## src/rtl/apb_arb_pkg.sv

```systemverilog
// Shared types and constants for the APB request arbiter.
package apb_arb_pkg;

    typedef enum logic [1:0] {
        IDLE = 2'd0,
        BUSY = 2'd1,
        DONE = 2'd2
    } arb_state_t;

    localparam int unsigned DEF_ADDR_WIDTH     = 32;
    localparam int unsigned DEF_DATA_WIDTH     = 32;
    localparam int unsigned DEF_NUM_REQ        = 4;
    localparam int unsigned DEF_TIMEOUT_CYCLES = 1024;

    // Width of a requester index; never below one bit.
    function automatic int unsigned grant_w(input int unsigned n);
        return (n < 2) ? 1 : $clog2(n);
    endfunction

endpackage

```

## src/rtl/apb_rr_pick.sv

```systemverilog
// Combinational round-robin picker: first set request at or above i_ptr,
// wrapping modulo NUM_REQ.
module apb_rr_pick #(
    parameter int unsigned NUM_REQ = 4,
    parameter int unsigned GRANT_W = 2
) (
    input  logic [NUM_REQ-1:0] i_req,
    input  logic [GRANT_W-1:0] i_ptr,
    output logic               o_found,
    output logic [NUM_REQ-1:0] o_grant,
    output logic [GRANT_W-1:0] o_idx
);

    logic [GRANT_W-1:0] w_cand;

    // Scan candidates in priority order starting from the pointer.
    always_comb begin
        o_found = 1'b0;
        o_grant = '0;
        o_idx   = '0;
        w_cand  = '0;
        for (int unsigned k = 0; k < NUM_REQ; k++) begin
            w_cand = GRANT_W'((32'(i_ptr) + k) % NUM_REQ);
            if (!o_found && i_req[w_cand]) begin
                o_found         = 1'b1;
                o_idx           = w_cand;
                o_grant[w_cand] = 1'b1;
            end
        end
    end

endmodule

```

## src/rtl/apb_req_arbiter.sv

```systemverilog
// Round-robin arbiter sharing one APB master command port among NUM_REQ
// requesters. Optional busy watchdog enabled by APB_ARB_TIMEOUT_EN.
module apb_req_arbiter
    import apb_arb_pkg::*;
#(
    parameter int unsigned ADDR_WIDTH     = DEF_ADDR_WIDTH,
    parameter int unsigned DATA_WIDTH     = DEF_DATA_WIDTH,
    parameter int unsigned NUM_REQ        = DEF_NUM_REQ,
    parameter int unsigned TIMEOUT_CYCLES = DEF_TIMEOUT_CYCLES
) (
    input  logic                          clk,
    input  logic                          rst,
    input  logic [NUM_REQ-1:0]            req_i,
    input  logic [NUM_REQ-1:0]            wr_i,
    input  logic [NUM_REQ*ADDR_WIDTH-1:0] addr_i,
    input  logic [NUM_REQ*DATA_WIDTH-1:0] wdata_i,
    output logic [NUM_REQ-1:0]            ack_o,
    output logic [DATA_WIDTH-1:0]         rdata_o,
    output logic                          slverr_o,
    output logic [NUM_REQ-1:0]            grant_o,
    output logic                          busy_o,
    output logic                          m_req,
    output logic                          m_wr,
    output logic [ADDR_WIDTH-1:0]         m_addr,
    output logic [DATA_WIDTH-1:0]         m_wdata,
    input  logic                          m_ready,
    input  logic                          m_slverr,
    input  logic [DATA_WIDTH-1:0]         m_rdata,
    output logic                          timeout_o
);

    localparam int unsigned GRANT_W = grant_w(NUM_REQ);

    arb_state_t              r_state,  w_state_nxt;
    logic [GRANT_W-1:0]      r_ptr,    w_ptr_nxt;
    logic [GRANT_W-1:0]      r_gidx,   w_gidx_nxt;
    logic [NUM_REQ-1:0]      r_grant,  w_grant_nxt;
    logic [NUM_REQ-1:0]      r_ack,    w_ack_nxt;
    logic                    r_busy,   w_busy_nxt;
    logic                    r_m_req,  w_m_req_nxt;
    logic                    r_m_wr,   w_m_wr_nxt;
    logic [ADDR_WIDTH-1:0]   r_m_addr, w_m_addr_nxt;
    logic [DATA_WIDTH-1:0]   r_m_wdata, w_m_wdata_nxt;
    logic [DATA_WIDTH-1:0]   r_rdata,  w_rdata_nxt;
    logic                    r_slverr, w_slverr_nxt;

    logic                    w_found;
    logic [NUM_REQ-1:0]      w_pick_grant;
    logic [GRANT_W-1:0]      w_pick_idx;

    apb_rr_pick #(
        .NUM_REQ (NUM_REQ),
        .GRANT_W (GRANT_W)
    ) u_pick (
        .i_req   (req_i),
        .i_ptr   (r_ptr),
        .o_found (w_found),
        .o_grant (w_pick_grant),
        .o_idx   (w_pick_idx)
    );

    // State and output registers.
    always_ff @(posedge clk) begin
        if (rst) begin
            r_state   <= IDLE;
            r_ptr     <= '0;
            r_gidx    <= '0;
            r_grant   <= '0;
            r_ack     <= '0;
            r_busy    <= 1'b0;
            r_m_req   <= 1'b0;
            r_m_wr    <= 1'b0;
            r_m_addr  <= '0;
            r_m_wdata <= '0;
            r_rdata   <= '0;
            r_slverr  <= 1'b0;
        end else begin
            r_state   <= w_state_nxt;
            r_ptr     <= w_ptr_nxt;
            r_gidx    <= w_gidx_nxt;
            r_grant   <= w_grant_nxt;
            r_ack     <= w_ack_nxt;
            r_busy    <= w_busy_nxt;
            r_m_req   <= w_m_req_nxt;
            r_m_wr    <= w_m_wr_nxt;
            r_m_addr  <= w_m_addr_nxt;
            r_m_wdata <= w_m_wdata_nxt;
            r_rdata   <= w_rdata_nxt;
            r_slverr  <= w_slverr_nxt;
        end
    end

    // Next-state and registered-output logic for IDLE -> BUSY -> DONE.
    always_comb begin
        w_state_nxt   = r_state;
        w_ptr_nxt     = r_ptr;
        w_gidx_nxt    = r_gidx;
        w_grant_nxt   = r_grant;
        w_ack_nxt     = '0;
        w_busy_nxt    = r_busy;
        w_m_req_nxt   = r_m_req;
        w_m_wr_nxt    = r_m_wr;
        w_m_addr_nxt  = r_m_addr;
        w_m_wdata_nxt = r_m_wdata;
        w_rdata_nxt   = r_rdata;
        w_slverr_nxt  = r_slverr;
        case (r_state)
            IDLE: begin
                if (w_found) begin
                    w_state_nxt   = BUSY;
                    w_gidx_nxt    = w_pick_idx;
                    w_grant_nxt   = w_pick_grant;
                    w_busy_nxt    = 1'b1;
                    w_m_req_nxt   = 1'b1;
                    w_m_wr_nxt    = wr_i[w_pick_idx];
                    w_m_addr_nxt  = addr_i[w_pick_idx*ADDR_WIDTH +: ADDR_WIDTH];
                    w_m_wdata_nxt = wdata_i[w_pick_idx*DATA_WIDTH +: DATA_WIDTH];
                end
            end
            BUSY: begin
                if (m_ready) begin
                    w_state_nxt  = DONE;
                    w_rdata_nxt  = m_rdata;
                    w_slverr_nxt = m_slverr;
                    w_ack_nxt    = r_grant;
                    w_m_req_nxt  = 1'b0;
                end
            end
            DONE: begin
                w_state_nxt = IDLE;
                w_grant_nxt = '0;
                w_busy_nxt  = 1'b0;
                w_ptr_nxt   = (r_gidx == GRANT_W'(NUM_REQ - 1)) ? '0 : r_gidx + 1'b1;
            end
            default: begin
                w_state_nxt = IDLE;
            end
        endcase
    end

`ifdef APB_ARB_TIMEOUT_EN
    localparam int unsigned TCNT_W = $clog2(TIMEOUT_CYCLES + 1);

    logic [TCNT_W-1:0] r_tcnt,    w_tcnt_nxt;
    logic              r_timeout, w_timeout_nxt;

    // Watchdog registers; the flag is sticky until reset.
    always_ff @(posedge clk) begin
        if (rst) begin
            r_tcnt    <= '0;
            r_timeout <= 1'b0;
        end else begin
            r_tcnt    <= w_tcnt_nxt;
            r_timeout <= w_timeout_nxt;
        end
    end

    // Counter clears while idle so it starts at zero on BUSY entry; saturates.
    always_comb begin
        w_tcnt_nxt    = r_tcnt;
        w_timeout_nxt = r_timeout;
        if (r_state == IDLE) begin
            w_tcnt_nxt = '0;
        end else if (r_state == BUSY && !m_ready) begin
            if (32'(r_tcnt) < TIMEOUT_CYCLES) begin
                w_tcnt_nxt = r_tcnt + 1'b1;
            end
            if (32'(r_tcnt) + 32'd1 >= TIMEOUT_CYCLES) begin
                w_timeout_nxt = 1'b1;
            end
        end
    end

    assign timeout_o = r_timeout;
`else
    logic w_unused_timeout;
    assign w_unused_timeout = |TIMEOUT_CYCLES;
    assign timeout_o        = 1'b0;
`endif

    assign ack_o    = r_ack;
    assign rdata_o  = r_rdata;
    assign slverr_o = r_slverr;
    assign grant_o  = r_grant;
    assign busy_o   = r_busy;
    assign m_req    = r_m_req;
    assign m_wr     = r_m_wr;
    assign m_addr   = r_m_addr;
    assign m_wdata  = r_m_wdata;

endmodule

```

## config.mk

```make
export PLATFORM = sky130hd
export DESIGN_NAME = apb_req_arbiter
export DESIGN_NICKNAME = d
export VERILOG_FILES = /design/src/rtl/apb_arb_pkg.sv /design/src/rtl/apb_rr_pick.sv /design/src/rtl/apb_req_arbiter.sv
export SDC_FILE = /design/constraint.sdc
export NUM_CORES = 1
export LEC_CHECK = 0
export CAP_MARGIN = 5
export CORE_MARGIN = 5
export CORE_UTILIZATION = 23
export CTS_BUF_LIST = sky130_fd_sc_hd__clkbuf_2
export DETAILED_ROUTE_END_ITERATION = 6
export GPL_ROUTABILITY_DRIVEN = 1
export HOLD_SLACK_MARGIN = 0.12
export SYNTH_ARGS = -nofsm -noshare
export SYNTH_HDL_FRONTEND = slang
export SYNTH_SLANG_ARGS = --single-unit
```

## constraint.sdc

```tcl
create_clock -name clk -period 3.8 [get_ports clk]
set_input_delay 0.76 -clock clk [delete_from_list [all_inputs] [get_ports clk]]
set_output_delay 0.76 -clock clk [all_outputs]
set_load 0.01 [all_outputs]
```

# Word-level counts from Yosys, hierarchy flattened
# Cells that the tools add are included.
[word_totals]
regBits = 114
latch_bits = 0
ramBits = 0
rom_bits = 0
inputBits = 300
output_inout_bits = 109
elab_cells = 96
n_memories = 0
[classes]
add_sub_neg = 4
multipliers = 0
div = 0
n_lt_le_gt_ge = 9
eq_ne = 5
n_shift = 2
muxes = 40
bitwise = 5
reduce_logical = 19
[op_table]
columns = ["cell", "count"]
rows = [
  ["indexed part select 128 x 8 -> 32 bit", 2],
  ["two-way mux 4 bit", 5],
  ["less-than comparator 2 x 3 -> 1 bit (second input constant)", 5],
  ["two-way mux 1 bit", 15],
  ["two-way mux 2 bit", 7],
  ["OR 4 bit", 3],
  ["binary-select mux 1 bit (select 2 bit)", 5],
  ["demux 1 bit (select 2 bit)", 4],
  [">= comparator 2 x 1 -> 1 bit (second input constant)", 4],
  ["one-hot mux 4 bit (2 select lines)", 1],
  ["AND reduction 2 bit", 4],
  ["logical AND 1 bit", 7],
  ["adder 2 x 1 -> 2 bit (second input constant)", 2],
  ["adder 2 bit (second input constant)", 2],
  ["equality test 2 bit (second input constant)", 2],
  ["one-hot mux 1 bit (2 select lines)", 2],
  ["one-hot mux 2 bit (2 select lines)", 1],
  ["nonzero test 2 bit", 2],
  ["zero test 1 bit", 3],
  ["AND reduction 3 bit", 1],
  ["OR reduction 3 bit", 1],
  ["equality test 2 x 1 -> 1 bit (second input constant)", 1],
  ["zero test 2 bit", 1],
  ["!= test 2 x 1 -> 1 bit (second input constant)", 1],
  ["2 further kinds", 3],
]

# Depth between registers and ports, before layout
# Gate-level depths: netlist of the first run.
[logic_depth]
ltp_word = 14
mapped_depth = 13
depth_no_buf = 8

# Modules after synthesis
# Synthesis of the first run repeated with hierarchy kept, for this count alone.
[hier_totals]
hier_cells = 471
hier_area_um2 = 5662.9
[by_module_without_submodules]
columns = ["mod", "n_inst", "cells_per_inst", "area_per_inst_um2", "seq_area_each_um2"]
rows = [
  ["apb_req_arbiter", 1, 426, 5240.0, 2282.2],
  ["apb_rr_pick", 1, 45, 422.9, 0.0],
]

# Worst setup path before layout of the first run
# OpenSTA, ideal clock, no wires.
[synth_path]
kind = "register to register"
from = "register r_ptr[0]"
to = "register r_m_addr[0], in the netlist m_addr[0]"
setup_time_ns = 0.138
t_arrival_ns = 3.036
required_time_ns = 3.662
slack_ns = 0.626
path_stages_with_launch = 14
path_buffers = 5
synth_period_minus_slack_ns = 3.174
path_cell_list = "dfxtp_1 buf_2 clkinv_1 clkbuf_1 ha_1 mux4_2 o21ba_4 nor3_2 o21ba_1 buf_2 buf_6 buf_6 mux2i_1 o221ai_1"
[synth_between]
elab_chain_len = 13
word_cells_on_any_way = 27
classes_between = "add/sub (3); shift (1); mux (16); reduce/logical (7)"
[synth_lines]
columns = ["item", "line", "text"]
rows = [
  ["start: declaration", "apb_req_arbiter.sv:35", "logic [GRANT_W-1:0] r_ptr, w_ptr_nxt;"],
  ["start signal: assignment", "apb_req_arbiter.sv:79", "r_ptr <= w_ptr_nxt;"],
  ["branches (longest 13 deep; another with adder 2 x 1 -> 2 bit)", "--", ""],
  ["end signal: assignment", "apb_req_arbiter.sv:86", "r_m_addr <= w_m_addr_nxt;"],
  ["end: declaration", "apb_req_arbiter.sv:42", "logic [ADDR_WIDTH-1:0] r_m_addr, w_m_addr_nxt;"],
]
# Parallel ways; which one is timed is not known. The select of a mux whose other input is x is not followed.
# A chain may end at the register's enable or synchronous reset.

# Worst setup path in the final report of the first run
[layout_path]
from = "register r_ptr[1]"
to = "register r_m_addr[8], in the netlist m_addr[8]"
# The elaborated chain is that of the path after synthesis.

==> load_flow_metrics.sql, run 1 <==
INSERT INTO impl_metrics (metric_group, metric, value, unit) VALUES
('place', 'placed_cell_area', '11900', 'um^2'),
('drt', 'ant_nets', '0', ''),
('timing', 'worst_pin_slew', '950', 'ps'),
('clock_tree', 'cts_resized', '0', ''),
('clock_tree', 'clockBufferDepth', '2', ''),
('timing', 'report.final.slew_viol_count', '0', ''),
('drt', 'remaining_drc_errors', '0', ''),
('job', 'drv_cap', '0', ''),
('drt', 'routed_wire_length_per_instance', '19.1', 'um'),
('timing', 'min_period', '3170', 'ps'),
('worst_setup_path', 'cp_slowest_stage_delay', '560', 'ps'),
('clock_tree', 'cts_made_buffers', '17', ''),
('timing', 'timing.setup.tns', '0', 'ps'),
('worst_setup_path', 'cp_data_required_time', '4380', 'ps'),
('drt', 'via_count', '8041', ''),
('timing', 'finalSetupViolations', '0', ''),
('synthesis', 'ys.flop_type', 'sky130_fd_sc_hd__dfxtp_1', ''),
('layout', 'fillCellCount', '3266', ''),
('worst_setup_path', 'worstSetupPathType', 'flip-flop to flip-flop', ''),
('worst_setup_path', 'crit-reg2reg-capture', 'm_addr[8]', ''),
('timing', 'setup_repair_after_global_routing_missed_its_margin', 'false', ''),
('worst_setup_path', 'worstPathBufferInverterCount', '2', ''),
('place', 'placed_cells_incl_taps', '1640', ''),
('worst_hold_path', 'min_delay_worst_endpoint', 'rdata_o[28]', ''),
('worst_hold_path', 'hold_path_depth', '2', ''),
('floorplanning', 'fp-row-count', '66', ''),
('drt', 'drt_first_pass_iters', '4', ''),
('layout', 'final_cell_count_no_fill', '1674', ''),
('worst_setup_path', 'timing.critical_path.mode_cell', 'sky130_fd_sc_hd__o21ba_4', ''),
('clock_tree', 'tritoncts_clock_tree', 'yes', ''),
('worst_hold_path', 'holdCritPathClass', 'flip-flop to flip-flop', ''),
('worst_setup_path', 'critical_path.slowest_cell', 'sky130_fd_sc_hd__dfxtp_1', ''),
('outcome', 'status', 'finished clean', ''),
('place', 'globalplace.congestion', '0.800', ''),
('synthesis', 'number_of_standard_cells_after_synthesis', '856', ''),
('grt', 'grt_first_pass_wirelength', '48.7', 'mm'),
('drt', 'vias_cell', '4.80', ''),
('timing', 'max-slew-margin-rel', '0.366', ''),
('clock_tree', 'postCtsHoldBufs', '0', ''),
('floorplanning', 'fp.coreArea', '32300', 'um^2'),
('worst_setup_path', 'timing.critical_path.max_delay_family', 'compound AO/OA/AOI/OAI gates', ''),
('layout', 'multi_input_area', '4760', 'um^2'),
('floorplanning', 'top_level_ports', '409', ''),
('clock_tree', 'tritoncts_num_sinks', '114', ''),
('grt', 'gr-usage-all-layers', '0.170', ''),
('synthesis', 'ys.warnings.count', '0', ''),
('layout', 'leading_cell_type_in_the_layout_fill_and_taps_excluded', 'sky130_fd_sc_hd__clkdlybuf4s50_1', ''),
('layout', 'post_route_cells_drive_above_1_share', '0.133', ''),
('place', 'buffer_ports.inserted', '407', ''),
('pwr', 'power.static_leakage', '4.64', 'nW'),
('synthesis', 'async_reset_ff_frac', '0', ''),
('synthesis', 'seq_area_frac_synth', '0.306', ''),
('worst_setup_path', 'worstPathArrival', '3750', 'ps'),
('drt', 'wl', '32.0', 'mm'),
('layout', 'leading_cell_types_in_the_layout_fill_and_taps_excluded', '407 x sky130_fd_sc_hd__clkdlybuf4s50_1, 141 x sky130_fd_sc_hd__nand2_1, 113 x sky130_fd_sc_hd__dfxtp_1', ''),
('synthesis', 'synthesis.area_per_instance', '8.72', 'um^2'),
('timing', 'timing_hold_violations_final', '0', ''),
('pwr', 'pwr_density_cell', '312', 'nW/um^2'),
('timing', 'fin_crit_sh', '0.835', ''),
('worst_setup_path', 'cp_cell_sequence', 'inv_1 > ha_1 > mux4_2 > o21ba_4 > nor3_4 > o21ba_4 > buf_4 > mux2i_1 > o221ai_1', ''),
('clock_tree', 'cts.repair_timing.setup_buffer_count', '0', ''),
('grt', 'grt_max_degree', '75', ''),
('grt', 'antenna_violations_before_repair', '2', ''),
('worst_hold_path', 'worst_hold_startpoint', 'rdata_o[28]', ''),
('floorplanning', 'initial_utilization', '0.231', ''),
('synthesis', 'ys_ff_latch', '114', ''),
('drt', 'drtIter0Drc', '341', ''),
('floorplanning', 'chipWidth', '190', 'um'),
('synthesis', 'syn_area', '7470', 'um^2'),
('pwr', 'peakVddDrop', '0.150', 'mV'),
('worst_setup_path', 'worstSetupStartpointType', 'flip-flop', '');
worst max path at each step:
stage,to,cells past startpoint
after detailed placement,grant_o[2],7
after global placement,grant_o[2],7
after CTS,m_wdata[5],9
after floorplan,m_addr[0],13
final,m_addr[8],9
after global routing,m_addr[7],9
sequential cells by signal, summed over array words and instances (netlist names):
| name | flops |
|---|---|
| m_req | 1 |
| m_wr | 1 |
| m_addr | 32 |
| grant_o | 4 |
| ack_o | 4 |
| r_ptr | 2 |
| slverr_o | 1 |
| m_wdata | 32 |
| r_state | 2 |
| busy_o | 1 |
| rdata_o | 32 |
| r_gidx | 2 |
cell type report:
class,instances,share of cell area
antenna,2,0.000410
clock buffer,17,0.00697
clock inverter,15,0.0142
inverter,2,0.000615
multi-input combinational,650,0.390
sequential,114,0.187
tap,442,0.0453
timing repair buffer,432,0.355
worst register-to-register path, stage by stage (launching register included):
cell	delay, ps
sky130_fd_sc_hd__dfxtp_1	560
sky130_fd_sc_hd__inv_1	170
sky130_fd_sc_hd__ha_1	440
sky130_fd_sc_hd__mux4_2	420
sky130_fd_sc_hd__o21ba_4	290
sky130_fd_sc_hd__nor3_4	50
sky130_fd_sc_hd__o21ba_4	480
sky130_fd_sc_hd__buf_4	270
sky130_fd_sc_hd__mux2i_1	220
sky130_fd_sc_hd__o221ai_1	140
synthesized netlist by cell type (all sizes together), types with 2 or more instances:
cell type | number | area, um^2
ha | 9 | 113
nand2b | 2 | 12.5
o21ai | 7 | 35.0
mux2 | 67 | 754
nor4 | 2 | 12.5
nor3 | 8 | 45.0
o221ai | 65 | 569
mux2i | 67 | 671
a22o | 4 | 35.0
nand2 | 142 | 533
o211ai | 65 | 488
and2 | 4 | 25.0
a22oi | 4 | 30.0
o21ba | 2 | 26.3
clkbuf | 61 | 229
a21oi | 107 | 536
a21bo | 65 | 651
buf | 29 | 225
mux4 | 3 | 67.6
nor2 | 20 | 75.1
dfxtp | 114 | 2280
routing by layer:
layer | routed length, um | vias to the layer above | part of all wire
met5 | 0 | - | 0
met4 | 409 | 0 | 0.013
met3 | 1970 | 20 | 0.061
met2 | 16200 | 278 | 0.50
met1 | 13500 | 3829 | 0.42
li1 | - | 3914 | -
stage by stage:
step           utilization  setup slack, ps  power (W)
2_1_floorplan            -              626    0.00215
3_3_place_gp         0.370              178    0.00289
3_5_place_dp         0.370              159    0.00290
4_1_cts              0.378              606    0.00388
5_1_grt              0.378              376    0.00405
6_report             0.378              628    0.00381
power breakdown:
part	switching (W)	internal, W	total (W)
clock network	0.000613	0.000324	0.000937
logic	0.000636	0.000851	0.00149
registers	0.0000690	0.00131	0.00138
kinds of logic (layout without fill, tap and decap cells):
family	Yosys count	count (layout)	share of synthesized area
DFF	114	114	0.306
other	1	3	0.000502
muxes	137	137	0.200
AOI/OAI and AO/OA	321	321	0.319
adders and majority gates	9	9	0.0151
buffers and inverters	92	466	0.0618
and+or+nand+nor	182	182	0.0977
Note: power is estimated with default switching activity, not from simulation.
==> run 2, diff against run 1 <==
clock period = 3.2 ns   (was 3.8 ns; I/O delays follow)
==> run 2 against run 1 <==
  * Global-route usage is 0.16 points lower
  * Maximum frequency is 10% higher
  * Clock skew is 15 ps higher
  * Count of clock-buffer cells in the layout stayed put
  * Register-to-register slack worse by 300 ps
  * Non-clock buffer count is 21 higher
  * Total power is 19% higher
  * Combinational power is 22% higher
  * Clock power is 13% higher
  * Sequential power is 19% higher
  * Critical path depth stayed put
==> load_flow_metrics.sql, run 2 (same netlist as run 1, synthesis figures left out) <==
INSERT INTO impl_metrics (metric_group, metric, value, unit) VALUES
('clock_tree', 'tritoncts_num_sinks', '114', ''),
('layout', 'multi_input_area', '4760', 'um^2'),
('pwr', 'power.static_leakage', '4.75', 'nW'),
('worst_setup_path', 'critical_path.slowest_cell', 'sky130_fd_sc_hd__dfxtp_4', ''),
('pwr', 'switching_power', '0.00154', 'W'),
('grt', 'grt_max_degree', '72', ''),
('worst_setup_path', 'worstPathBufferInverterCount', '3', ''),
('drt', 'drtIter0Drc', '218', ''),
('worst_setup_path', 'worstSetupPathType', 'flip-flop to flip-flop', ''),
('place', 'post-dp-hpwl', '22.8', 'mm'),
('drt', 'wl', '31.5', 'mm'),
('grt', 'grt.met2_usage', '0.292', ''),
('clock_tree', 'clockBufferDepth', '2', ''),
('timing', 'report.final.slew_viol_count', '0', ''),
('job', 'drv_cap', '0', ''),
('clock_tree', 'tritoncts_clock_tree', 'yes', ''),
('worst_setup_path', 'timing.critical_path.max_delay_family', 'buffers and inverters', ''),
('worst_setup_path', 'cp_data_required_time', '3750', 'ps'),
('floorplanning', 'design.die.area', '36200', 'um^2'),
('place', 'buffer_ports.inserted', '407', ''),
('clock_tree', 'postCtsHoldBufs', '0', ''),
('grt', 'number_of_global_route_vias_before_repair', '8382', ''),
('timing', 'holdWs', '457', 'ps'),
('pwr', 'total_power', '0.00452', 'W'),
('worst_setup_path', 'worst_setup_path_end_kind', 'flip-flop', ''),
('place', 'placed_cells_incl_taps', '1661', ''),
('worst_setup_path', 'worstPathArrival', '3420', 'ps'),
('worst_setup_path', 'timing.critical_path.mode_cell', 'sky130_fd_sc_hd__buf_4', ''),
('timing', 'timing_hold_violations_final', '0', ''),
('timing', 'timing.setup.tns', '0', 'ps'),
('timing', 'min_period', '2870', 'ps'),
('pwr', 'pwr-share-clk', '0.235', ''),
('grt', 'globalRoute.totalOverflow', '0', ''),
('pwr', 'power_report.internal_total', '0.00298', 'W'),
('clock_tree', 'cts_resized', '0', ''),
('pwr', 'sequentialPowerShare', '0.363', ''),
('floorplanning', 'chipWidth', '190', 'um'),
('layout', 'final_cell_count_no_fill', '1694', ''),
('clock_tree', 'worst_skew_pair.late_latency', '690', 'ps'),
('grt', 'groute.layer.met1.usage', '0.207', ''),
('timing', 'fin_crit_sh', '0.898', ''),
('layout', 'final_net_count', '1547', ''),
('floorplanning', 'top_level_ports', '409', ''),
('layout', 'fillCellCount', '3220', ''),
('clock_tree', 'clock_tree.root_cell', 'sky130_fd_sc_hd__clkbuf_2', ''),
('layout', 'post_route_cells_drive_above_1_share', '0.147', ''),
('floorplanning', 'fp.coreArea', '32300', 'um^2'),
('clock_tree', 'h-tree-depth', '4', ''),
('worst_setup_path', 'worstSetupStartpointType', 'flip-flop', ''),
('worst_setup_path', 'cp_slowest_stage_delay', '450', 'ps'),
('pwr', 'switching_share', '0.341', ''),
('grt', 'antenna_violations_before_repair', '1', ''),
('timing', 'setup_repair_after_global_routing_missed_its_margin', 'false', ''),
('worst_setup_path', 'cp_cell_sequence', 'buf_4 > mux4_2 > and2b_1 > nor2_4 > o21ba_4 > buf_12 > buf_4 > mux2i_1 > o221ai_1', ''),
('pwr', 'comb_power_share', '0.402', ''),
('timing', 'final.setup_skew', '42.3', 'ps'),
('drt', 'ant_nets', '0', ''),
('clock_tree', 'cts.repair_timing.setup_buffer_count', '0', ''),
('clock_tree', 'cts_made_buffers', '17', ''),
('layout', 'area.growth.synth_to_final', '66.2', '%'),
('layout', 'leading_cell_types_in_the_layout_fill_and_taps_excluded', '407 x sky130_fd_sc_hd__clkdlybuf4s50_1, 141 x sky130_fd_sc_hd__nand2_1, 113 x sky130_fd_sc_hd__dfxtp_1', ''),
('timing', 'worst_pin_slew', '1050', 'ps'),
('outcome', 'status', 'finished clean', ''),
('grt', 'grt_first_pass_wirelength', '48.3', 'mm'),
('pwr', 'peakVddDrop', '0.174', 'mV'),
('drt', 'remaining_drc_errors', '0', ''),
('timing', 'max-slew-margin-rel', '0.297', ''),
('floorplanning', 'die_height', '190', 'um'),
('drt', 'routed_wire_length_per_instance', '18.6', 'um'),
('pwr', 'pwr_density_cell', '365', 'nW/um^2'),
('floorplanning', 'initial_utilization', '0.231', ''),
('grt', 'gr-usage-all-layers', '0.168', ''),
('clock_tree', 'worst_setup_hold_path_clk_slew', '230', 'ps'),
('place', 'globalplace.congestion', '0.789', ''),
('timing', 'fmax', '0.348', 'GHz'),
('worst_hold_path', 'holdCritPathClass', 'input port to flip-flop', ''),
('worst_setup_path', 'critPathMaxFanout', '39', ''),
('drt', 'via_count', '8133', ''),
('floorplanning', 'fp-row-count', '66', ''),
('grt', 'global_route.peak_usage_layer', 'met2', ''),
('drt', 'vias_cell', '4.80', ''),
('drt', 'drt_first_pass_iters', '4', ''),
('layout', 'leading_cell_type_in_the_layout_fill_and_taps_excluded', 'sky130_fd_sc_hd__clkdlybuf4s50_1', ''),
('layout', 'layout.area.seq', '2290', 'um^2'),
('grt', 'gr-usage-met3', '0.0459', ''),
('timing', 'finalSetupViolations', '0', '');
run 2: changes by cell type in the layout (fill, tap and decap cells not counted):
cell,previous run,this run
sky130_fd_sc_hd__buf_4,19,35
sky130_fd_sc_hd__buf_12,6,11
sky130_fd_sc_hd__clkinv_4,5,4
sky130_fd_sc_hd__clkinvlp_4,1,2
sky130_fd_sc_hd__inv_8,2,0
sky130_fd_sc_hd__clkinv_2,1,2
run 2: final timing paths:
check / start / to / slack, ps / cells after the start
worst max register to register: r_ptr[0] / m_wdata[27] / 330 / 9
worst min-delay path: m_rdata[26] / rdata_o[26] / 460 / 3
worst max-delay path: r_ptr[0] / m_wdata[27] / 330 / 9
worst min register to register: rdata_o[4] / rdata_o[4] / 470 / 2
run 2: routing by layer:
metal  part of all wire  vias to the layer above  wire length [um]
li1                   -                     3957                 -
met4              0.015                        0               477
met3              0.064                       21              2030
met5                  0                        -                 0
met1               0.43                     3875             13500
met2               0.49                      280             15500
run 2: cell type report:
class,count,share of cell area
inverters,2,0.000605
clock buffers,17,0.00686
well taps,442,0.0446
repair buffers,453,0.367
flip-flops and latches,114,0.184
diodes,2,0.000403
clock inverters,14,0.0125
multi-input cells,650,0.384
run 2: tightest hold or removal path, stage by stage:
cell                              delay (ps)
sky130_fd_sc_hd__clkdlybuf4s50_1         400
sky130_fd_sc_hd__nand2_1                  60
sky130_fd_sc_hd__a21oi_1                  50
run 2: per-stage QoR:
step	setup WS, ps	instance area [um^2]	utilization
detailed placement	-14.8	12200	0.377
global route	100	12400	0.384
CTS	308	12400	0.384
finish	325	12400	0.384
global placement	36.1	12200	0.377
floorplan	26.4	7470	-
run 2: power groups by stage:
stage          combinational, W  clock [W]  sequential [W]
6_report                0.00182    0.00106         0.00164
2_1_floorplan          0.000826          0         0.00172
4_1_cts                 0.00184    0.00113         0.00164
3_5_place_dp            0.00184          0         0.00167
3_3_place_gp            0.00182          0         0.00167
5_1_grt                 0.00196    0.00119         0.00166
